`src/rtl/mem_wb_stage.sv`:
```
// Memory/writeback pipeline stage: issues one load or store at a time, waits for
// memAck with a bounded wait, and produces single-cycle register-file write pulses.
module mem_wb_stage #(
    parameter int         DBITS               = 32,
    parameter int         REG_INDEX_BIT_WIDTH = 4,
    parameter int         TIMEOUT             = 64,
    parameter logic [1:0] MUL_ALU             = 2'b00,
    parameter logic [1:0] MUL_MEM             = 2'b01,
    parameter logic [1:0] MUL_PC              = 2'b10
) (
    input  logic                           clk,
    input  logic                           reset,
    input  logic                           inRegWrEn,
    input  logic [REG_INDEX_BIT_WIDTH-1:0] inWrtIndex,
    input  logic [1:0]                     inMulSel,
    input  logic [DBITS-1:0]               inAluOut,
    input  logic [DBITS-1:0]               inData2Out,
    input  logic [DBITS-1:0]               inPC,
    input  logic                           inIsLoad,
    input  logic                           inIsStore,
    output logic                           memReq,
    output logic                           memWe,
    output logic [DBITS-1:0]               memAddr,
    output logic [DBITS-1:0]               memWdata,
    input  logic [DBITS-1:0]               memRdata,
    input  logic                           memAck,
    output logic                           wbEn,
    output logic [REG_INDEX_BIT_WIDTH-1:0] wbIndex,
    output logic [DBITS-1:0]               wbData,
    output logic                           busy,
    output logic                           memErr
);

    typedef enum logic [1:0] {IDLE, WAIT_LD, WAIT_ST} state_e;

    localparam int            CW       = $clog2(TIMEOUT + 1);
    localparam logic [CW-1:0] CNT_LAST = CW'(TIMEOUT - 1);

    state_e                         state_q;
    logic [CW-1:0]                  cnt_q;
    logic [REG_INDEX_BIT_WIDTH-1:0] idx_q;
    logic                           wren_q;
    logic [DBITS-1:0]               alu_wb_d;
    logic                           is_mem;
    logic                           misaligned;

    assign busy       = (state_q != IDLE);
    assign is_mem     = inIsLoad | inIsStore;
    assign misaligned = (inAluOut[1:0] != 2'b00);

    // MUL_MEM on a non-memory instruction and the unused code 2'b11 both fall back to the ALU result
    always_comb begin
        alu_wb_d = inAluOut;
        case (inMulSel)
            MUL_PC:           alu_wb_d = inPC;
            MUL_ALU, MUL_MEM: alu_wb_d = inAluOut;
            default:          alu_wb_d = inAluOut;
        endcase
    end

    always_ff @(posedge clk) begin
        if (reset) begin
            state_q  <= IDLE;
            cnt_q    <= '0;
            idx_q    <= '0;
            wren_q   <= 1'b0;
            memReq   <= 1'b0;
            memWe    <= 1'b0;
            memAddr  <= '0;
            memWdata <= '0;
            wbEn     <= 1'b0;
            wbIndex  <= '0;
            wbData   <= '0;
            memErr   <= 1'b0;
        end else begin
            wbEn <= 1'b0;
            case (state_q)
                IDLE: begin
                    if (is_mem && misaligned) begin
                        memErr <= 1'b1;
                    end else if (inIsLoad) begin
                        memReq  <= 1'b1;
                        memWe   <= 1'b0;
                        memAddr <= inAluOut;
                        idx_q   <= inWrtIndex;
                        wren_q  <= inRegWrEn;
                        cnt_q   <= '0;
                        state_q <= WAIT_LD;
                    end else if (inIsStore) begin
                        memReq   <= 1'b1;
                        memWe    <= 1'b1;
                        memAddr  <= inAluOut;
                        memWdata <= inData2Out;
                        cnt_q    <= '0;
                        state_q  <= WAIT_ST;
                    end else if (inRegWrEn) begin
                        wbEn    <= 1'b1;
                        wbIndex <= inWrtIndex;
                        wbData  <= alu_wb_d;
                    end
                end
                WAIT_LD, WAIT_ST: begin
                    if (memAck) begin
                        memReq  <= 1'b0;
                        state_q <= IDLE;
                        if (state_q == WAIT_LD && wren_q) begin
                            wbEn    <= 1'b1;
                            wbIndex <= idx_q;
                            wbData  <= memRdata;
                        end
                    end else if (cnt_q == CNT_LAST) begin
                        // Acknowledge never arrived: drop the request and flag it
                        memReq  <= 1'b0;
                        memErr  <= 1'b1;
                        state_q <= IDLE;
                    end else begin
                        cnt_q <= cnt_q + 1'b1;
                    end
                end
                default: state_q <= IDLE;
            endcase
        end
    end

endmodule

```
`config.mk`:
```
export PLATFORM = sky130hd
export DESIGN_NAME = mem_wb_stage
export DESIGN_NICKNAME = d
export VERILOG_FILES = /design/src/rtl/mem_wb_stage.sv
export SDC_FILE = /design/constraint.sdc
export NUM_CORES = 1
export LEC_CHECK = 0
export CAP_MARGIN = 20
export CELL_PAD_IN_SITES_DETAIL_PLACEMENT = 1
export CELL_PAD_IN_SITES_GLOBAL_PLACEMENT = 1
export CORE_MARGIN = 10
export CORE_UTILIZATION = 26
export DETAILED_ROUTE_END_ITERATION = 7
export HOLD_SLACK_MARGIN = 0.12
export PLACE_DENSITY = 0.73
export SLEW_MARGIN = 20
export SYNTH_ARGS = -nofsm -noshare
export SYNTH_HDL_FRONTEND = slang
export SYNTH_SLANG_ARGS = --single-unit
```
`constraint.sdc`:
```
create_clock -name clk -period 2 [get_ports clk]
set_input_delay 0.2 -clock clk [delete_from_list [all_inputs] [get_ports clk]]
set_output_delay 0.2 -clock clk [all_outputs]
set_load 0.005 [all_outputs]
```
Yosys cells after proc, flatten, opt, wreduce, memory -nomap -nowiden
Index checks and enable logic that the tools add are counted.
{ "classes": {"add_sub_neg": 1, "eq_ne": 16, "n_mux": 47, "n_bitwise": 3, "n_reduce_logical": 16} }
{ "ops": {"columns": ["op", "n"], "rows": [
  ["two-way mux 32 bit", 9],
  ["case mux 32 bit (2 select lines)", 1],
  ["two-way mux 7 bit", 5],
  ["two-way mux 4 bit", 6],
  ["!= test 2 bit, second input constant", 10],
  ["two-way mux 1 bit", 15],
  ["case mux 7 bit (2 select lines)", 1],
  ["AND reduction 4 bit", 3],
  ["two-way mux 2 bit", 5],
  ["AND reduction 3 bit", 3],
  ["case mux 4 bit (2 select lines)", 1],
  ["nonzero test 2 bit", 4],
  ["adder 7 x 1 -> 7 bit, second input constant", 1],
  ["equality test 7 x 6 -> 1 bit, second input constant", 1],
  ["AND reduction 7 bit", 1],
  ["!= test 3 bit, second input constant", 2],
  ["case mux 1 bit (2 select lines)", 3],
  ["AND reduction 5 bit", 1],
  ["equality test 2 bit, second input constant", 2],
  ["case mux 2 bit (2 select lines)", 1],
  ["equality test 2 x 1 -> 1 bit, second input constant", 1],
  ["logical AND 1 bit", 2],
  ["logical NOT 2 bit", 1],
  ["NOT 1 bit", 2],
  ["2 further kinds", 2]
]} }
{ "word_totals": {"ff_bits": 118, "out_inout_bits": 105, "wordCells": 95} }

Depth between registers and ports, before layout
{ "logic_depth": {"word_depth": 7, "depth_mapped": 9, "depth_no_buf": 6} }

Worst setup path after synthesis
OpenSTA, ideal clock, no wires.
{ "synth_timing": {"path_kind": "flip-flop to flip-flop", "start": "reg state_q[0]", "end": "reg cnt_q[4]", "setup_time_ns": 0.092, "t_arrival_ns": 1.783, "t_required_ns": 1.908, "slack_ns": 0.125, "path_stages_with_launch": 9, "path_cell_list": "dfxtp_1 inv_1 ha_1 buf_2 a21oi_2 o311ai_1 buf_2 or3_1 o32ai_1"} }
{ "synth_between": {"elab_chain_cells": 4} }
{ "synth_rtl": {"columns": ["element", "line_no", "text"], "rows": [
  ["start: declaration", "39", "state_e state_q;"],
  ["start signal: assignment", "63", "state_q <= IDLE;"],
  ["start signal: assignment", "88", "state_q <= WAIT_LD;"],
  ["start signal: assignment", "95", "state_q <= WAIT_ST;"],
  ["equality test 2 x 1 -> 1 bit / equality test 2 bit (equally long branches)", "77", "case (state_q)"],
  ["OR reduction 2 bit", "77", null],
  ["!= test 2 bit (no source line) / nonzero test 2 bit (equally long branches)", null, null],
  ["AND reduction 5 bit (no source line)", null, null],
  ["end signal: assignment", "117", "cnt_q <= cnt_q + 1'b1;"],
  ["end: declaration", "40", "logic [CW-1:0] cnt_q;"]
]} }
Parallel ways exist; a longest one is shown, timed or not.
A chain may end at the register's enable or synchronous reset.

Worst setup path after layout
{ "layout_timing": {"start": "reg state_q[1]", "end": "reg memWdata[1]"} }
{ "layout_between": {"elab_chain_cells": 2} }
{ "layout_rtl": {"columns": ["element", "line_no", "text"], "rows": [
  ["logical NOT 2 bit", "77", null],
  ["AND reduction 4 bit (no source line)", null, null],
  ["end signal: assignment", "93", "memWdata <= inData2Out;"],
  ["end: declaration", "24", "output logic [DBITS-1:0] memWdata,"]
]} }
No other way between the ends.

==> results.sh <==
export IMPL_status="finished, final reports clean"
export IMPL_ys_seq_elements=118
export IMPL_fp_dieArea_um2=25200
export IMPL_insertion_delay_ns=0.41
export IMPL_cts_hold_buf=0
export IMPL_finalSetupViolCount=0
export IMPL_path_max_fanout=16
export IMPL_wirelength_mm=20.9
export IMPL_grt_max_degree=39
export IMPL_diodes=0
export IMPL_overflow=0
export IMPL_slew_headroom=0.719
export IMPL_synth_top_cells_by_area="dfxtp_1, nand2_1, mux2i_1, a21oi_1, a22o_1"
export IMPL_cts_root_buf="clkbuf_16"
export IMPL_critPathMaxStageDelay_ns=0.42
export IMPL_die_w_um=159
export IMPL_numPortBuffers=244
export IMPL_tns_ns=0
export IMPL_final_nets=974
export IMPL_period_share=0.957
export IMPL_synth_common_cells="nand2_1, dfxtp_1, a21oi_1"
export IMPL_min_delay_start="reset"
export IMPL_synth_area_per_cell_um2=8.60
export IMPL_grt_pass1_vias=5312
export IMPL_crit_start="state_q[1]"
export IMPL_cp_slowest_cell="or3b_4"
export IMPL_holdCritPathClass="input port to flip-flop"
export IMPL_finalCriticalPeriod_ns=1.91
export IMPL_p_leak_uw=0.00304
export IMPL_grt_use_total=0.159
export IMPL_layout_drive_gt1_share=0.0842
export IMPL_async_reset_ff_frac=0
export IMPL_synthCells=583
export IMPL_fin_util=0.452
export IMPL_initial_core_util=0.266
export IMPL_drt_pass1_iter_count=4
export IMPL_crit_arrival_ns=2.24
export IMPL_detail_route_antenna_nets=0
export IMPL_multi_input_area_um2=2400
export IMPL_drc=0
export IMPL_crit_type="flip-flop to flip-flop"
export IMPL_ys_seq_area_frac=0.471
export IMPL_path_clk_slew_ns=0.06
export IMPL_synth_top_area_share=0.471
export IMPL_ys_types=43
export IMPL_die_h_um=159
export IMPL_synth_top_cell_by_area="dfxtp_1"
export IMPL_cts_buffers=17
export IMPL_cp_required_ns=2.33
export IMPL_wire_per_inst_um=18.9
export IMPL_maxCapViolCount=0
export IMPL_fin_ws_ns=0.0857
export IMPL_start_kind="flip-flop"
export IMPL_ctsLongestPathBuffers=2
export IMPL_routabilityCongestion=0.784
export IMPL_ir_drop_v=0.000502
export IMPL_yosys_warnings=0
export IMPL_syn_area_um2=5010
export IMPL_core_um2=18800
export IMPL_slew_violations=0
export IMPL_synthMostInstantiatedCell="nand2_1"
export IMPL_seqCellArea_um2=2360
export IMPL_ios=245
export IMPL_cts_tree="done"
export IMPL_finClkSkew_ns=0.00725
export IMPL_endpoint_kind="flip-flop"
export IMPL_power_density_nw_per_um2=924
export IMPL_hold_viol_final=0
export IMPL_crit_chain="inv_1, ha_4, or3b_4, nor3b_4, buf_4, clkbuf_16, nand2_1, a21oi_1"
export IMPL_vias_per_cell=4.65
export IMPL_post_place_ws_ns=0.0228
export IMPL_antenna_found_initial=0
export IMPL_synthFlopType="dfxtp_1"
export IMPL_h_tree_depth=4
export IMPL_fin_hold_ws_ns=0.251
export IMPL_tightest_slew_ns=0.415
export IMPL_cts_sinks=118
export IMPL_synth_edff_count=0
export IMPL_drt_iter0_markers=219
export IMPL_max_freq_ghz=0.522
export IMPL_fillers=2170
export IMPL_reg2reg_from="state_q[1]"
export IMPL_dr_total_vias=5131
export IMPL_synth_nets=727
export IMPL_grt_pass1_wl_mm=32.0
export IMPL_rows=50
export IMPL_area_growth_pct=69.9
export IMPL_dp_hpwl_mm=15.8
[registers in the layout (all words and copies together), names as in the netlist]
register and flops:
wbIndex 4, state_q 2, wren_q 1, idx_q 4, memWdata 32, memReq 1, wbEn 1, memAddr 32
memErr 1, memWe 1, wbData 32, cnt_q 7
[per-layer routing]
layer / vias up / share of wire / global-route usage
met5: - / 0 / 0
met4: 0 / 0.021 / 0.0527
met3: 26 / 0.058 / 0.0540
met2: 152 / 0.50 / 0.272
met1: 2430 / 0.42 / 0.180
li1: 2523 / - / -
[per-stage QoR]
step / cell area [um2] / power, uW / std cells
finish: 8510 / 7870 / 1103
global route: 8510 / 8260 / 1103
CTS: 8450 / 7960 / 1099
detailed placement: 7800 / 4560 / 1067
global placement: 7800 / 4510 / 1067
floorplan: 5010 / 3530 / 583
[critical path: cells and delay by family (launching register included)]
family,cells,cell delay [ns]
flops,1,0.33
compound gates,1,0.15
buf+inv,3,0.45
simple gates,3,0.72
fa+ha+maj,1,0.19
[area by class of cell]
| class | count | area share |
|---|---|---|
| Timing Repair Buffer | 273 | 0.323 |
| Multi-Input combinational cell | 413 | 0.282 |
| Sequential cell | 118 | 0.277 |
| Clock buffer | 20 | 0.0525 |
| Tap cell | 260 | 0.0382 |
| Clock inverter | 12 | 0.0237 |
| Inverter | 7 | 0.00309 |
[layout by cell type, fill, tap and decap left out, drive strengths merged, types with 4 or more instances in the layout]
master         instances
a21oi                 69
clkdlybuf4s50        243
buf                   29
nor2                  15
a22o                  32
clkbuf                21
mux2i                 41
nand2                163
a211oi                 7
inv                    7
o21ai                 36
dfxtp                118
bufinv                 5
ha                     4
clkinv                 5
[kinds of logic (layout without fill, tap and decap cells)]
logic type	count (synthesis)	count (layout)	synth area share
AO/OA/AOI/OAI	160	160	0.202
adder cells (fa/ha/maj)	4	4	0.00999
buffers and inverters	52	312	0.0552
flip-flops	118	118	0.471
multiplexers	41	41	0.0819
AND/OR/NAND/NOR	208	208	0.180
[path summary, 6_finish.rpt]
kind / to / slack, ns / cells past startpoint
min: memAddr[16] / 0.25 / 3
max: memWdata[1] / 0.09 / 8
max reg2reg: memWdata[1] / 0.09 / 8
min reg2reg: memAddr[4] / 0.45 / 2
[power by group]
| part | switching (uW) | internal (uW) |
|---|---|---|
| clock network | 1110 | 2240 |
| logic | 888 | 990 |
| registers | 99.9 | 2540 |
[what timing repair did]
action | in CTS | in global routing
endpoints found under the setup margin | 0 | 33
resized for setup | 0 | 2
setup buffers | 0 | 3
(Power assumes the default switching activity.)
